<file path="config.mk">
export PLATFORM = sky130hd
export DESIGN_NAME = serial_cmp_ctrl
export DESIGN_NICKNAME = d
export VERILOG_FILES = /design/src/rtl/serial_cmp_pkg.sv /design/src/rtl/shreg32.sv /design/src/rtl/serial_cmp_ctrl.sv
export SDC_FILE = /design/constraint.sdc
export NUM_CORES = 1
export LEC_CHECK = 0
export CAP_MARGIN = 20
export CELL_PAD_IN_SITES_DETAIL_PLACEMENT = 0
export CELL_PAD_IN_SITES_GLOBAL_PLACEMENT = 2
export CORE_MARGIN = 2
export CORE_UTILIZATION = 35
export DETAILED_ROUTE_END_ITERATION = 8
export PLACE_DENSITY_LB_ADDON = 0.1
export SYNTH_ARGS = -nofsm -noshare
export SYNTH_HDL_FRONTEND = slang
export SYNTH_SLANG_ARGS = --single-unit
</file>
<file path="constraint.sdc">
create_clock -name clk -period 4.95 [get_ports clk]
set_clock_uncertainty 0.1 [all_clocks]
set_input_delay 0.7425 -clock clk [delete_from_list [all_inputs] [get_ports clk]]
set_output_delay 0.7425 -clock clk [all_outputs]
set_load 0.005 [all_outputs]
</file>
<file path="src/rtl/serial_cmp_pkg.sv">
// Shared types and sizes for the bit-serial magnitude comparator.
// Holds the FSM state enum, running-result enum and per-bit step rule.
package serial_cmp_pkg;

    localparam int WIDTH = 32;
    localparam int CNT_W = 5;

    typedef enum logic [1:0] {
        IDLE,
        LOAD,
        SHIFT,
        DONE
    } state_t;

    typedef enum logic [1:0] {
        RES_EQ,
        RES_GT,
        RES_LT
    } res_t;

    // One LSB-first step: a differing pair overrides the running result.
    // With msb_sgn set the pair is a sign bit, so the sense is inverted.
    function automatic res_t bit_step(
        input res_t cur,
        input logic a,
        input logic b,
        input logic msb_sgn
    );
        res_t r;
        r = cur;
        if (a != b) begin
            if (a ^ msb_sgn)
                r = RES_GT;
            else
                r = RES_LT;
        end
        return r;
    endfunction

endpackage

</file>
<file path="src/rtl/shreg32.sv">
// Parallel-load, LSB-out shift register; load has priority over shift.
// Ports: clk, rst (async low), load, shift, d[WIDTH-1:0] -> q_lsb.
import serial_cmp_pkg::*;

module shreg32 (
    input  logic             clk,
    input  logic             rst,
    input  logic             load,
    input  logic             shift,
    input  logic [WIDTH-1:0] d,
    output logic             q_lsb
);

    logic [WIDTH-1:0] r;

    always_ff @(posedge clk or negedge rst) begin
        if (!rst)
            r <= '0;
        else if (load)
            r <= d;
        else if (shift)
            r <= {1'b0, r[WIDTH-1:1]};
    end

    assign q_lsb = r[0];

endmodule

</file>
<file path="src/rtl/serial_cmp_ctrl.sv">
// Bit-serial 32-bit comparator: IDLE->LOAD->SHIFT(32)->DONE, LSB first.
// Ports: clk, rst (async low), start, A, B -> busy, done, gt, eq, lt.
// Define SERIAL_CMP_SIGNED_EN for two's-complement comparison.
import serial_cmp_pkg::*;

module serial_cmp_ctrl (
    input  logic             clk,
    input  logic             rst,
    input  logic             start,
    input  logic [WIDTH-1:0] A,
    input  logic [WIDTH-1:0] B,
    output logic             busy,
    output logic             done,
    output logic             gt,
    output logic             eq,
    output logic             lt
);

    localparam logic [CNT_W-1:0] LAST = CNT_W'(WIDTH - 1);

    state_t           state;
    state_t           state_nxt;
    logic [CNT_W-1:0] cnt;
    res_t             res;
    res_t             res_step;
    logic             ld;
    logic             sh;
    logic             a_bit;
    logic             b_bit;
    logic             sgn_bit;

    shreg32 u_sra (
        .clk   (clk),
        .rst   (rst),
        .load  (ld),
        .shift (sh),
        .d     (A),
        .q_lsb (a_bit)
    );

    shreg32 u_srb (
        .clk   (clk),
        .rst   (rst),
        .load  (ld),
        .shift (sh),
        .d     (B),
        .q_lsb (b_bit)
    );

`ifdef SERIAL_CMP_SIGNED_EN
    assign sgn_bit = (cnt == LAST);
`else
    assign sgn_bit = 1'b0;
`endif

    assign res_step = bit_step(res, a_bit, b_bit, sgn_bit);

    always_comb begin
        state_nxt = state;
        ld        = 1'b0;
        sh        = 1'b0;
        unique case (state)
            IDLE: begin
                if (start)
                    state_nxt = LOAD;
            end
            LOAD: begin
                ld        = 1'b1;
                state_nxt = SHIFT;
            end
            SHIFT: begin
                sh = 1'b1;
                if (cnt == LAST)
                    state_nxt = DONE;
            end
            DONE: begin
                state_nxt = IDLE;
            end
        endcase
    end

    // Result flags are loaded from the final step so they are
    // already valid in the cycle that done is high.
    always_ff @(posedge clk or negedge rst) begin
        if (!rst) begin
            state <= IDLE;
            cnt   <= '0;
            res   <= RES_EQ;
            gt    <= 1'b0;
            eq    <= 1'b0;
            lt    <= 1'b0;
        end else begin
            state <= state_nxt;
            if (state == LOAD) begin
                cnt <= '0;
                res <= RES_EQ;
            end else if (state == SHIFT) begin
                cnt <= cnt + 1'b1;
                res <= res_step;
                if (cnt == LAST) begin
                    gt <= (res_step == RES_GT);
                    eq <= (res_step == RES_EQ);
                    lt <= (res_step == RES_LT);
                end
            end
        end
    end

    assign busy = (state == LOAD) || (state == SHIFT);
    assign done = (state == DONE);

endmodule

</file>
==> tab_implementation.tex, run 1 <==
\begin{tabular}{lr}
\hline
Metric & Value \\
\hline
\multicolumn{2}{l}{\textbf{Route}} \\
\quad Pre-Repair DR Iteration Count & 4 \\
\quad Starting DRT DRC Count & 56 \\
\quad Overall via count from detail\_route & 2544 \\
\quad Post-DR vias/cell & 4.67 \\
\quad WL/cell & 12.9 um \\
\quad Number of remaining DRC errors & 0 \\
\quad Routed wire length & 7020 um \\
\quad Remaining number of nets flagged by the antenna check after routing & 0 \\
\multicolumn{2}{l}{\textbf{CTS}} \\
\quad Number of clock sinks seen by CTS & 76 \\
\quad CTS tree & built \\
\quad Post-cts resize count & 0 \\
\quad Number of hold buffers added after cts & 0 \\
\quad TritonCTS buffer count & 9 \\
\quad Root cell of the clock tree & clkbuf\_8 \\
\quad Bufs on Longest Clock Path & 2 \\
\quad Clock edge transition at the registers on the reported setup and hold paths & 0.08 ns \\
\quad Post-CTS Repair Setup Buffers & 0 \\
\quad Worst-Skew Late Latency & 0.33 ns \\
\quad Maximum level of the CTS H-tree & 3 \\
\multicolumn{2}{l}{\textbf{Timing}} \\
\quad Final clock period utilization by the worst path & 0.595 \\
\quad RSZ-0062 raised after global routing & no \\
\quad Setup\_tns & 0 ns \\
\quad Setup-violating endpoint count in the final report & 0 \\
\quad Achievable clock frequency & 340 MHz \\
\quad Slew Limit Fails & 0 \\
\quad Clock period minus worst slack & 2.94 ns \\
\quad Final count of hold timing violations & 0 \\
\quad Worst-Margin Slew & 0.858 ns \\
\quad Worst slew margin relative to its limit & 0.428 \\
\multicolumn{2}{l}{\textbf{Placement}} \\
\quad PortBufs & 71 \\
\quad Detailed placer's ending HPWL & 4270 um \\
\quad Cell total after placement & 528 \\
\quad Final weighted congestion of routability-driven global placement & 0.686 \\
\multicolumn{2}{l}{\textbf{Critical path}} \\
\quad Arrival time at the worst endpoint & 2.10 ns \\
\quad Highest fanout seen on the critical path & 52 \\
\quad Critical setup path kind & flip-flop to primary output \\
\quad Category of the worst setup path capture point & primary output \\
\quad Worst Setup Start Kind & flip-flop \\
\quad Required time at the worst-slack endpoint & 4.11 ns \\
\multicolumn{2}{l}{\textbf{Synth}} \\
\quad Synthesized area per cell & 10.6 um\^{}2 \\
\quad Library cell with the highest instance count after synthesis & dfrtp\_1 \\
\quad Synth cell types & 27 \\
\quad Number of synthesis warnings & 0 \\
\quad Async set or reset register ratio after synthesis & 1.00 \\
\quad Synthesized net count & 417 \\
\quad Synth top cells by count & 76 x dfrtp\_1, 65 x nor2\_1, 64 x a21oi\_1 \\
\quad Primary FF master, synth & dfrtp\_1 \\
\quad Synthesis-stage register bit count & 76 \\
\quad Share of synthesized area occupied by flip-flops and latches & 0.521 \\
\quad Biggest area consumer among synthesized cells & dfrtp\_1 \\
\quad Cell types with the largest area share after synthesis & dfrtp\_1 52\%, mux2i\_1 17\%, a21oi\_1 8.8\% \\
\quad Count of mapped cells out of synthesis & 343 \\
\quad Cell area after synthesis & 0.00365 mm\^{}2 \\
\quad Yosys top cell area share & 0.521 \\
\quad Number of synthesized flops with an enable pin & 0 \\
\multicolumn{2}{l}{\textbf{Worst hold path}} \\
\quad Worst hold path type & primary input to async pin \\
\multicolumn{2}{l}{\textbf{Power}} \\
\quad Leak & 1.84 nW \\
\quad Power per Cell Area & 651 mW/mm\^{}2 \\
\quad Peak supply drop & 0.000378 V \\
\multicolumn{2}{l}{\textbf{Cells and area}} \\
\quad Final net count & 478 \\
\quad Share of the core filled with cells in the final layout & 0.453 \\
\quad Area added between synthesis and finish & 27.0\% \\
\quad Count of antenna diodes in the layout & 0 \\
\quad Finished Layout Cells & 545 \\
\quad Share of post-route cells with drive strength above 1 & 0.0611 \\
\multicolumn{2}{l}{\textbf{GRT}} \\
\quad Overflow after GRT & 0 \\
\quad Gr usage total & 0.133 \\
\quad First-pass GRT wire length & 12000 um \\
\quad Maximum number of pins on one net before global-route repair & 93 \\
\quad Initial antenna violation count & 0 \\
\quad Number of global-route vias before repair & 2533 \\
\multicolumn{2}{l}{\textbf{Floorplan}} \\
\quad Number of top-level design ports & 72 \\
\quad Die Wd & 106 um \\
\quad Die boundary height & 106 um \\
\quad Row count & 37 \\
\quad Starting density of the core & 0.357 \\
\quad Placeable core region & 0.0102 mm\^{}2 \\
\quad Die Outline Area & 0.0113 mm\^{}2 \\
\multicolumn{2}{l}{\textbf{Outcome}} \\
\quad Result of the run & finished clean \\
\multicolumn{2}{l}{\textbf{Flow run}} \\
\quad Count of max-cap constraint violations & 0 \\
\hline
\end{tabular}
[registers in the layout, summed over array words and instances, names as in the netlist]
register,count
u_sra.r,32
u_srb.r,32
cnt,5
res,2
state,2
eq,1
gt,1
lt,1
[layer usage]
metal	global-route usage	vias up	wire, um
li1	-	1310	-
met1	0.189	1178	3620
met2	0.198	48	3010
met3	0.0258	8	288
met4	0.0536	0	96
met5	0	-	0
[metrics by stage]
step                      power, mW  hold slack, ns  setup WS, ns  area (um^2)
after floorplan                2.26           0.347          3.28         3650
after global placement         2.43           0.371          2.35         4360
after CTS                      3.07           0.411          1.98         4610
after detailed placement       2.46           0.391          2.32         4360
final                          3.02           0.219          2.01         4640
after global routing           3.30           0.234          1.85         4640
[logic make-up after synthesis]
kind of cell,count (synthesis),synth area share
buf+inv,36,0.0695
simple gates,78,0.0870
compound gates,80,0.117
mux,66,0.182
fa+ha+maj,7,0.0240
flops,76,0.521
[path summary, 6_finish.rpt]
check | start | endpoint | slack (ns) | cells after the start
max | state[0]$_DFFE_PN0P_ | busy | 2.01 | 3
min | rst | u_srb.r[9]$_DFFE_PN0P_ | 0.22 | 1
max reg2reg | state[0]$_DFFE_PN0P_ | cnt[2]$_DFFE_PN0P_ | 2.31 | 6
min reg2reg | gt$_DFFE_PN0P_ | gt$_DFFE_PN0P_ | 0.40 | 2
max in group asynchronous | rst | u_sra.r[0]$_DFFE_PN0P_ | 3.95 | 2
min in group clk | gt$_DFFE_PN0P_ | gt$_DFFE_PN0P_ | 0.40 | 2
[power by group]
part | internal [mW] | switching, mW
Combinational | 0.602 | 0.781
Sequential | 0.903 | 0.145
Clock | 0.362 | 0.226
[worst max-delay path, cell delays in order (launching register included)]
cell             delay, ns
dfrtp_1               0.43
inv_1                 0.13
ha_4                  0.61
clkdlybuf4s50_1       0.60
[final cells by class]
cell class | count | area (um^2)
clock buffer | 12 | 155
clock inverter | 4 | 95.1
fill | 999 | 5590
inverter | 12 | 45.0
multi-input combinational | 231 | 1520
sequential | 76 | 1900
tap | 136 | 170
timing repair buffer | 74 | 751
[cells in the final DEF, fill, tap and decap left out, drive strengths merged, types with 4 or more instances in the layout]
cell / synthesis / routed
buf: 22 / 4
nor2: 65 / 65
inv: 12 / 12
mux2i: 63 / 63
o21ai: 6 / 6
clkbuf: 2 / 12
ha: 7 / 7
clkdlybuf4s50: 0 / 70
a21oi: 64 / 64
dfrtp: 76 / 76
nand3: 4 / 4
o22ai: 4 / 4
(Power assumes the default switching activity.)
==> run 2, diff against run 1 <==
Settings changed: CORE_UTILIZATION 35 to 30.
Clock period 4.95 ns to 2.6 ns, I/O delays scaled along.
==> run 2 against run 1 <==
Largest power group unchanged. Cell area is 4.1% higher. Hold slack better by 0.17 ns. Critical path type unchanged. First-iteration DRC count is 7.1% higher.
==> tab_implementation.tex, run 2 (synthesis gave the netlist of run 1 again) <==
\begin{tabular}{lr}
\hline
Metric & Value \\
\hline
\multicolumn{2}{l}{\textbf{Timing}} \\
\quad Slew Limit Fails & 0 \\
\quad Worst Slack Setup Final & 0.393 ns \\
\quad RSZ-0062 raised after global routing & no \\
\quad Worst slew margin relative to its limit & 0.626 \\
\quad Achievable clock frequency & 453 MHz \\
\quad Final clock period utilization by the worst path & 0.849 \\
\quad Clock period minus worst slack & 2.21 ns \\
\quad Worst-Margin Slew & 0.560 ns \\
\quad Worst hold slack across all endpoints & 0.394 ns \\
\quad Setup\_tns & 0 ns \\
\quad Final count of hold timing violations & 0 \\
\quad Setup-violating endpoint count in the final report & 0 \\
\multicolumn{2}{l}{\textbf{Critical path}} \\
\quad Slowest cell on the critical path & clkdlybuf4s50\_1 \\
\quad Worst setup path startpoint & state[0]\$\_DFFE\_PN0P\_ \\
\quad R2R depth & 6 \\
\quad Register-to-register setup slack & 0.56 ns \\
\quad Reg-to-reg startpoint & state[0]\$\_DFFE\_PN0P\_ \\
\quad Ordered cell list for the critical path & inv\_1 > ha\_4 > clkdlybuf4s50\_1 \\
\quad Buffers plus inverters on the worst setup path & 2 \\
\quad Worst Setup Start Kind & flip-flop \\
\quad Worst Setup EP & busy \\
\quad Max stage delay on crit path & 0.51 ns \\
\quad Highest fanout seen on the critical path & 4 \\
\quad Critical setup path kind & flip-flop to primary output \\
\quad Category of the worst setup path capture point & primary output \\
\quad Critical register-to-register path endpoint & cnt[2]\$\_DFFE\_PN0P\_ \\
\quad Critical path depth & 3 \\
\quad Arrival time at the worst endpoint & 1.72 ns \\
\quad Top Family by Delay on Critical Path & buffers and inverters \\
\quad Required time at the worst-slack endpoint & 2.11 ns \\
\multicolumn{2}{l}{\textbf{GRT}} \\
\quad Initial antenna violation count & 0 \\
\quad Overflow after GRT & 0 \\
\quad Gr usage total & 0.119 \\
\quad Busiest layer in global routing & met2 \\
\quad Global routing usage on met2 & 0.178 \\
\quad Met3 Usage GRT & 0.0381 \\
\quad Maximum number of pins on one net before global-route repair & 143 \\
\quad First-pass GRT wire length & 12300 um \\
\quad Met1 Use GR & 0.163 \\
\quad Number of global-route vias before repair & 2526 \\
\multicolumn{2}{l}{\textbf{CTS}} \\
\quad Post-CTS Repair Setup Buffers & 0 \\
\quad CTS tree & built \\
\quad Maximum level of the CTS H-tree & 3 \\
\quad Root cell of the clock tree & clkbuf\_16 \\
\quad Bufs on Longest Clock Path & 2 \\
\quad TritonCTS buffer count & 9 \\
\quad Number of clock sinks seen by CTS & 76 \\
\quad Post-cts resize count & 0 \\
\quad Clock edge transition at the registers on the reported setup and hold paths & 0.06 ns \\
\quad Worst-Skew Late Latency & 0.33 ns \\
\multicolumn{2}{l}{\textbf{Floorplan}} \\
\quad Placeable core region & 0.0120 mm\^{}2 \\
\quad Number of top-level design ports & 72 \\
\quad Die Wd & 114 um \\
\quad Starting density of the core & 0.305 \\
\quad Die boundary height & 114 um \\
\quad Row count & 40 \\
\quad Die Outline Area & 0.0131 mm\^{}2 \\
\multicolumn{2}{l}{\textbf{Cells and area}} \\
\quad Top library cells by usage in the layout, fill and taps aside & 76 x dfrtp\_1, 70 x clkdlybuf4s50\_1, 65 x nor2\_1 \\
\quad Registers with the most flip-flops & u\_sra.r x32, u\_srb.r x32, cnt x5 \\
\quad Area of the multi-input gates & 0.00152 mm\^{}2 \\
\quad Final net count & 481 \\
\quad Layout filler cell count & 1209 \\
\quad Area added between synthesis and finish & 32.3\% \\
\quad Count of antenna diodes in the layout & 0 \\
\quad Commonest non-fill, non-tap cell in the layout & dfrtp\_1 \\
\quad Share of post-route cells with drive strength above 1 & 0.0657 \\
\quad Seq. cell area & 0.00190 mm\^{}2 \\
\multicolumn{2}{l}{\textbf{Route}} \\
\quad WL/cell & 13.1 um \\
\quad Remaining number of nets flagged by the antenna check after routing & 0 \\
\quad Starting DRT DRC Count & 60 \\
\quad Pre-Repair DR Iteration Count & 4 \\
\quad Overall via count from detail\_route & 2525 \\
\quad Routed wire length & 7290 um \\
\quad Post-DR vias/cell & 4.53 \\
\quad Number of remaining DRC errors & 0 \\
\multicolumn{2}{l}{\textbf{Placement}} \\
\quad Setup slack at placement & 0.585 ns \\
\quad Final weighted congestion of routability-driven global placement & 0.651 \\
\quad Detailed placer's ending HPWL & 4550 um \\
\quad PortBufs & 71 \\
\multicolumn{2}{l}{\textbf{Power}} \\
\quad Peak supply drop & 0.000890 V \\
\quad Power per Cell Area & 1300 mW/mm\^{}2 \\
\quad Leak & 1.92 nW \\
\multicolumn{2}{l}{\textbf{Worst hold path}} \\
\quad Source of the worst hold timing path & eq\$\_DFFE\_PN0P\_ \\
\quad Worst hold path type & flip-flop to flip-flop \\
\multicolumn{2}{l}{\textbf{Outcome}} \\
\quad Result of the run & finished clean \\
\multicolumn{2}{l}{\textbf{Flow run}} \\
\quad Count of max-cap constraint violations & 0 \\
\hline
\end{tabular}
## run 2: final cells by class
cell class / count / area share
clock buffer: 11 / 0.0523
clock inverter: 4 / 0.0249
tap: 147 / 0.0381
timing repair buffer: 77 / 0.167
multi-input combinational: 231 / 0.315
inverter: 12 / 0.00932
sequential: 76 / 0.394
## run 2: worst min-delay path by stage
stage                                   endpoint  cells past startpoint
after floorplan               cnt[0]$_DFFE_PN0P_                      0
after global placement    u_srb.r[8]$_DFFE_PN0P_                      1
after detailed placement  u_srb.r[6]$_DFFE_PN0P_                      1
after CTS                         eq$_DFFE_PN0P_                      1
after global routing      u_sra.r[2]$_DFFE_PN0P_                      2
final                             eq$_DFFE_PN0P_                      1
## run 2: metal layers
metal / part of all wire / vias up
met1: 0.51 / 1160
met5: 0 / -
met2: 0.43 / 47
li1: - / 1309
met3: 0.051 / 9
met4: 0.013 / 0
## run 2: stage by stage
stage | cells | cell area [um^2] | total power [mW] | utilization
final | 558 | 4830 | 6.28 | 0.404
after global routing | 558 | 4830 | 6.83 | 0.404
after CTS | 558 | 4830 | 6.39 | 0.404
after detailed placement | 542 | 4450 | 4.78 | 0.372
after global placement | 542 | 4450 | 4.73 | 0.372
after floorplan | 343 | 3650 | 4.31 | -
## run 2: report_power, final
part | internal [mW] | leakage, nW | switching [mW]
logic | 1.19 | 0.916 | 1.52
clock network | 1.08 | 0.182 | 0.479
registers | 1.72 | 0.824 | 0.281
total | 4.00 | 1.92 | 2.28
## run 2: timing repair
action / CTS / global route
hold buffers: 1 / 0
setup endpoints to repair: 0 / 0
endpoints found under the hold margin: 38 / 0
==> run 3, diff against run 2 <==
Clock period 2.6 ns to 1.86 ns, I/O delays scaled along.
==> run 3 against run 2 <==
Global-route usage up 0.31 points. Routed wire length up 0.69%. Sequential share of layout area up 0.25 points. Largest cell class unchanged. Largest power group unchanged.
==> tab_implementation.tex, run 3 (synthesis gave the netlist of run 1 again) <==
\begin{tabular}{lr}
\hline
Metric & Value \\
\hline
\multicolumn{2}{l}{\textbf{Cells and area}} \\
\quad Final net count & 487 \\
\quad Registers with the most flip-flops & u\_sra.r x32, u\_srb.r x32, cnt x5 \\
\quad Count of antenna diodes in the layout & 0 \\
\quad Commonest non-fill, non-tap cell in the layout & dfrtp\_1 \\
\quad Area added between synthesis and finish & 31.4\% \\
\quad Layout filler cell count & 1201 \\
\quad Share of post-route cells with drive strength above 1 & 0.0766 \\
\quad Top library cells by usage in the layout, fill and taps aside & 76 x dfrtp\_1, 68 x clkdlybuf4s50\_1, 65 x nor2\_1 \\
\multicolumn{2}{l}{\textbf{Timing}} \\
\quad Worst slew margin relative to its limit & 0.603 \\
\quad Worst-Margin Slew & 0.595 ns \\
\quad RSZ-0062 raised after global routing & no \\
\quad Setup-violating endpoint count in the final report & 0 \\
\quad Slew Limit Fails & 0 \\
\quad Achievable clock frequency & 573 MHz \\
\quad Final count of hold timing violations & 0 \\
\quad Clock period minus worst slack & 1.74 ns \\
\quad Setup\_tns & 0 ns \\
\quad Worst Slack Setup Final & 0.116 ns \\
\quad Final clock period utilization by the worst path & 0.938 \\
\multicolumn{2}{l}{\textbf{Route}} \\
\quad Pre-Repair DR Iteration Count & 4 \\
\quad WL/cell & 13.0 um \\
\quad Remaining number of nets flagged by the antenna check after routing & 0 \\
\quad Number of remaining DRC errors & 0 \\
\quad Post-DR vias/cell & 4.52 \\
\quad Starting DRT DRC Count & 60 \\
\quad Routed wire length & 7340 um \\
\quad Overall via count from detail\_route & 2555 \\
\multicolumn{2}{l}{\textbf{Power}} \\
\quad Leak & 1.92 nW \\
\quad Peak supply drop & 0.00181 V \\
\quad Power per Cell Area & 1750 mW/mm\^{}2 \\
\multicolumn{2}{l}{\textbf{GRT}} \\
\quad Gr usage total & 0.122 \\
\quad First-pass GRT wire length & 12400 um \\
\quad Number of global-route vias before repair & 2608 \\
\quad Initial antenna violation count & 0 \\
\quad Maximum number of pins on one net before global-route repair & 65 \\
\quad Overflow after GRT & 0 \\
\multicolumn{2}{l}{\textbf{Worst hold path}} \\
\quad Worst hold path type & primary input to async pin \\
\multicolumn{2}{l}{\textbf{Floorplan}} \\
\quad Die boundary height & 114 um \\
\quad Die Wd & 114 um \\
\quad Starting density of the core & 0.305 \\
\quad Row count & 40 \\
\quad Die Outline Area & 0.0131 mm\^{}2 \\
\quad Number of top-level design ports & 72 \\
\quad Placeable core region & 0.0120 mm\^{}2 \\
\multicolumn{2}{l}{\textbf{Critical path}} \\
\quad Critical setup path kind & flip-flop to flip-flop \\
\quad Worst Setup Start Kind & flip-flop \\
\quad Highest fanout seen on the critical path & 3 \\
\quad R2R depth & 6 \\
\quad Register-to-register setup slack & 0.12 ns \\
\quad Category of the worst setup path capture point & flip-flop \\
\quad Required time at the worst-slack endpoint & 1.97 ns \\
\quad Arrival time at the worst endpoint & 1.85 ns \\
\multicolumn{2}{l}{\textbf{CTS}} \\
\quad Bufs on Longest Clock Path & 2 \\
\quad Worst-Skew Late Latency & 0.33 ns \\
\quad Maximum level of the CTS H-tree & 3 \\
\quad Root cell of the clock tree & clkbuf\_16 \\
\quad CTS tree & built \\
\quad TritonCTS buffer count & 9 \\
\quad Clock edge transition at the registers on the reported setup and hold paths & 0.06 ns \\
\quad Number of clock sinks seen by CTS & 76 \\
\multicolumn{2}{l}{\textbf{Placement}} \\
\quad Final weighted congestion of routability-driven global placement & 0.656 \\
\quad Setup slack at placement & 0.0575 ns \\
\quad PortBufs & 71 \\
\quad Detailed placer's ending HPWL & 4830 um \\
\multicolumn{2}{l}{\textbf{Outcome}} \\
\quad Result of the run & finished clean \\
\multicolumn{2}{l}{\textbf{Flow run}} \\
\quad Count of max-cap constraint violations & 0 \\
\hline
\end{tabular}
run 3: worst paths after layout:
kind | startpoint | to
max in group asynchronous | rst | u_sra.r[26]$_DFFE_PN0P_
hold reg to reg | gt$_DFFE_PN0P_ | gt$_DFFE_PN0P_
min in group clk | gt$_DFFE_PN0P_ | gt$_DFFE_PN0P_
setup / recovery | cnt[0]$_DFFE_PN0P_ | state[1]$_DFFE_PN0P_
hold / removal | rst | u_srb.r[9]$_DFFE_PN0P_
setup reg to reg | cnt[0]$_DFFE_PN0P_ | state[1]$_DFFE_PN0P_
run 3: timing repair:
item | 4_1_cts | 5_1_grt
pin swaps | 0 | 0
hold buffers | 1 | 0
endpoints found under the hold margin | 76 | 0
setup buffers | 0 | 1
gates resized for setup | 2 | 1
endpoints found under the setup margin | 2 | 1
run 3: final cells by class:
cell class	count	area, um^2	area share
Multi-Input combinational cell	231	1530	0.318
Timing Repair Buffer	83	861	0.179
Inverter	12	45.0	0.00938
Clock inverter	1	5.00	0.00104
Sequential cell	76	1900	0.396
Tap cell	147	184	0.0383
Clock buffer	15	278	0.0579
run 3: routing by layer:
metal | track usage | part of all wire | wire length (um)
met1 | 0.155 | 0.50 | 3640
met5 | 0 | 0 | 0
met2 | 0.192 | 0.43 | 3190
met4 | 0.0634 | 0.021 | 154
met3 | 0.0334 | 0.048 | 355
run 3: worst max-delay path: stages, from the launching register on:
cell,delay [ns]
dfrtp_1,0.37
ha_1,0.19
and3_1,0.17
ha_1,0.18
inv_1,0.06
a22oi_2,0.20
mux2_2,0.36
run 3: where the power goes:
group	total, mW	internal [mW]	switching [mW]
clock	1.65	1.01	0.637
combinational	3.95	1.78	2.17
sequential	2.78	2.41	0.374
total	8.39	5.20	3.18
run 3: per-stage QoR:
| stage | cell area [um^2] | total power, mW | util | instances | hold slack, ns |
|---|---|---|---|---|---|
| final | 4800 | 8.39 | 0.401 | 565 | 0.194 |
| after global routing | 4800 | 9.19 | 0.401 | 565 | 0.189 |
| after CTS | 4790 | 8.55 | 0.400 | 564 | 0.183 |
| after detailed placement | 4500 | 6.84 | 0.376 | 547 | -0.00672 |
| after global placement | 4500 | 6.78 | 0.376 | 547 | -0.00708 |
| after floorplan | 3650 | 6.02 | - | 343 | -0.117 |
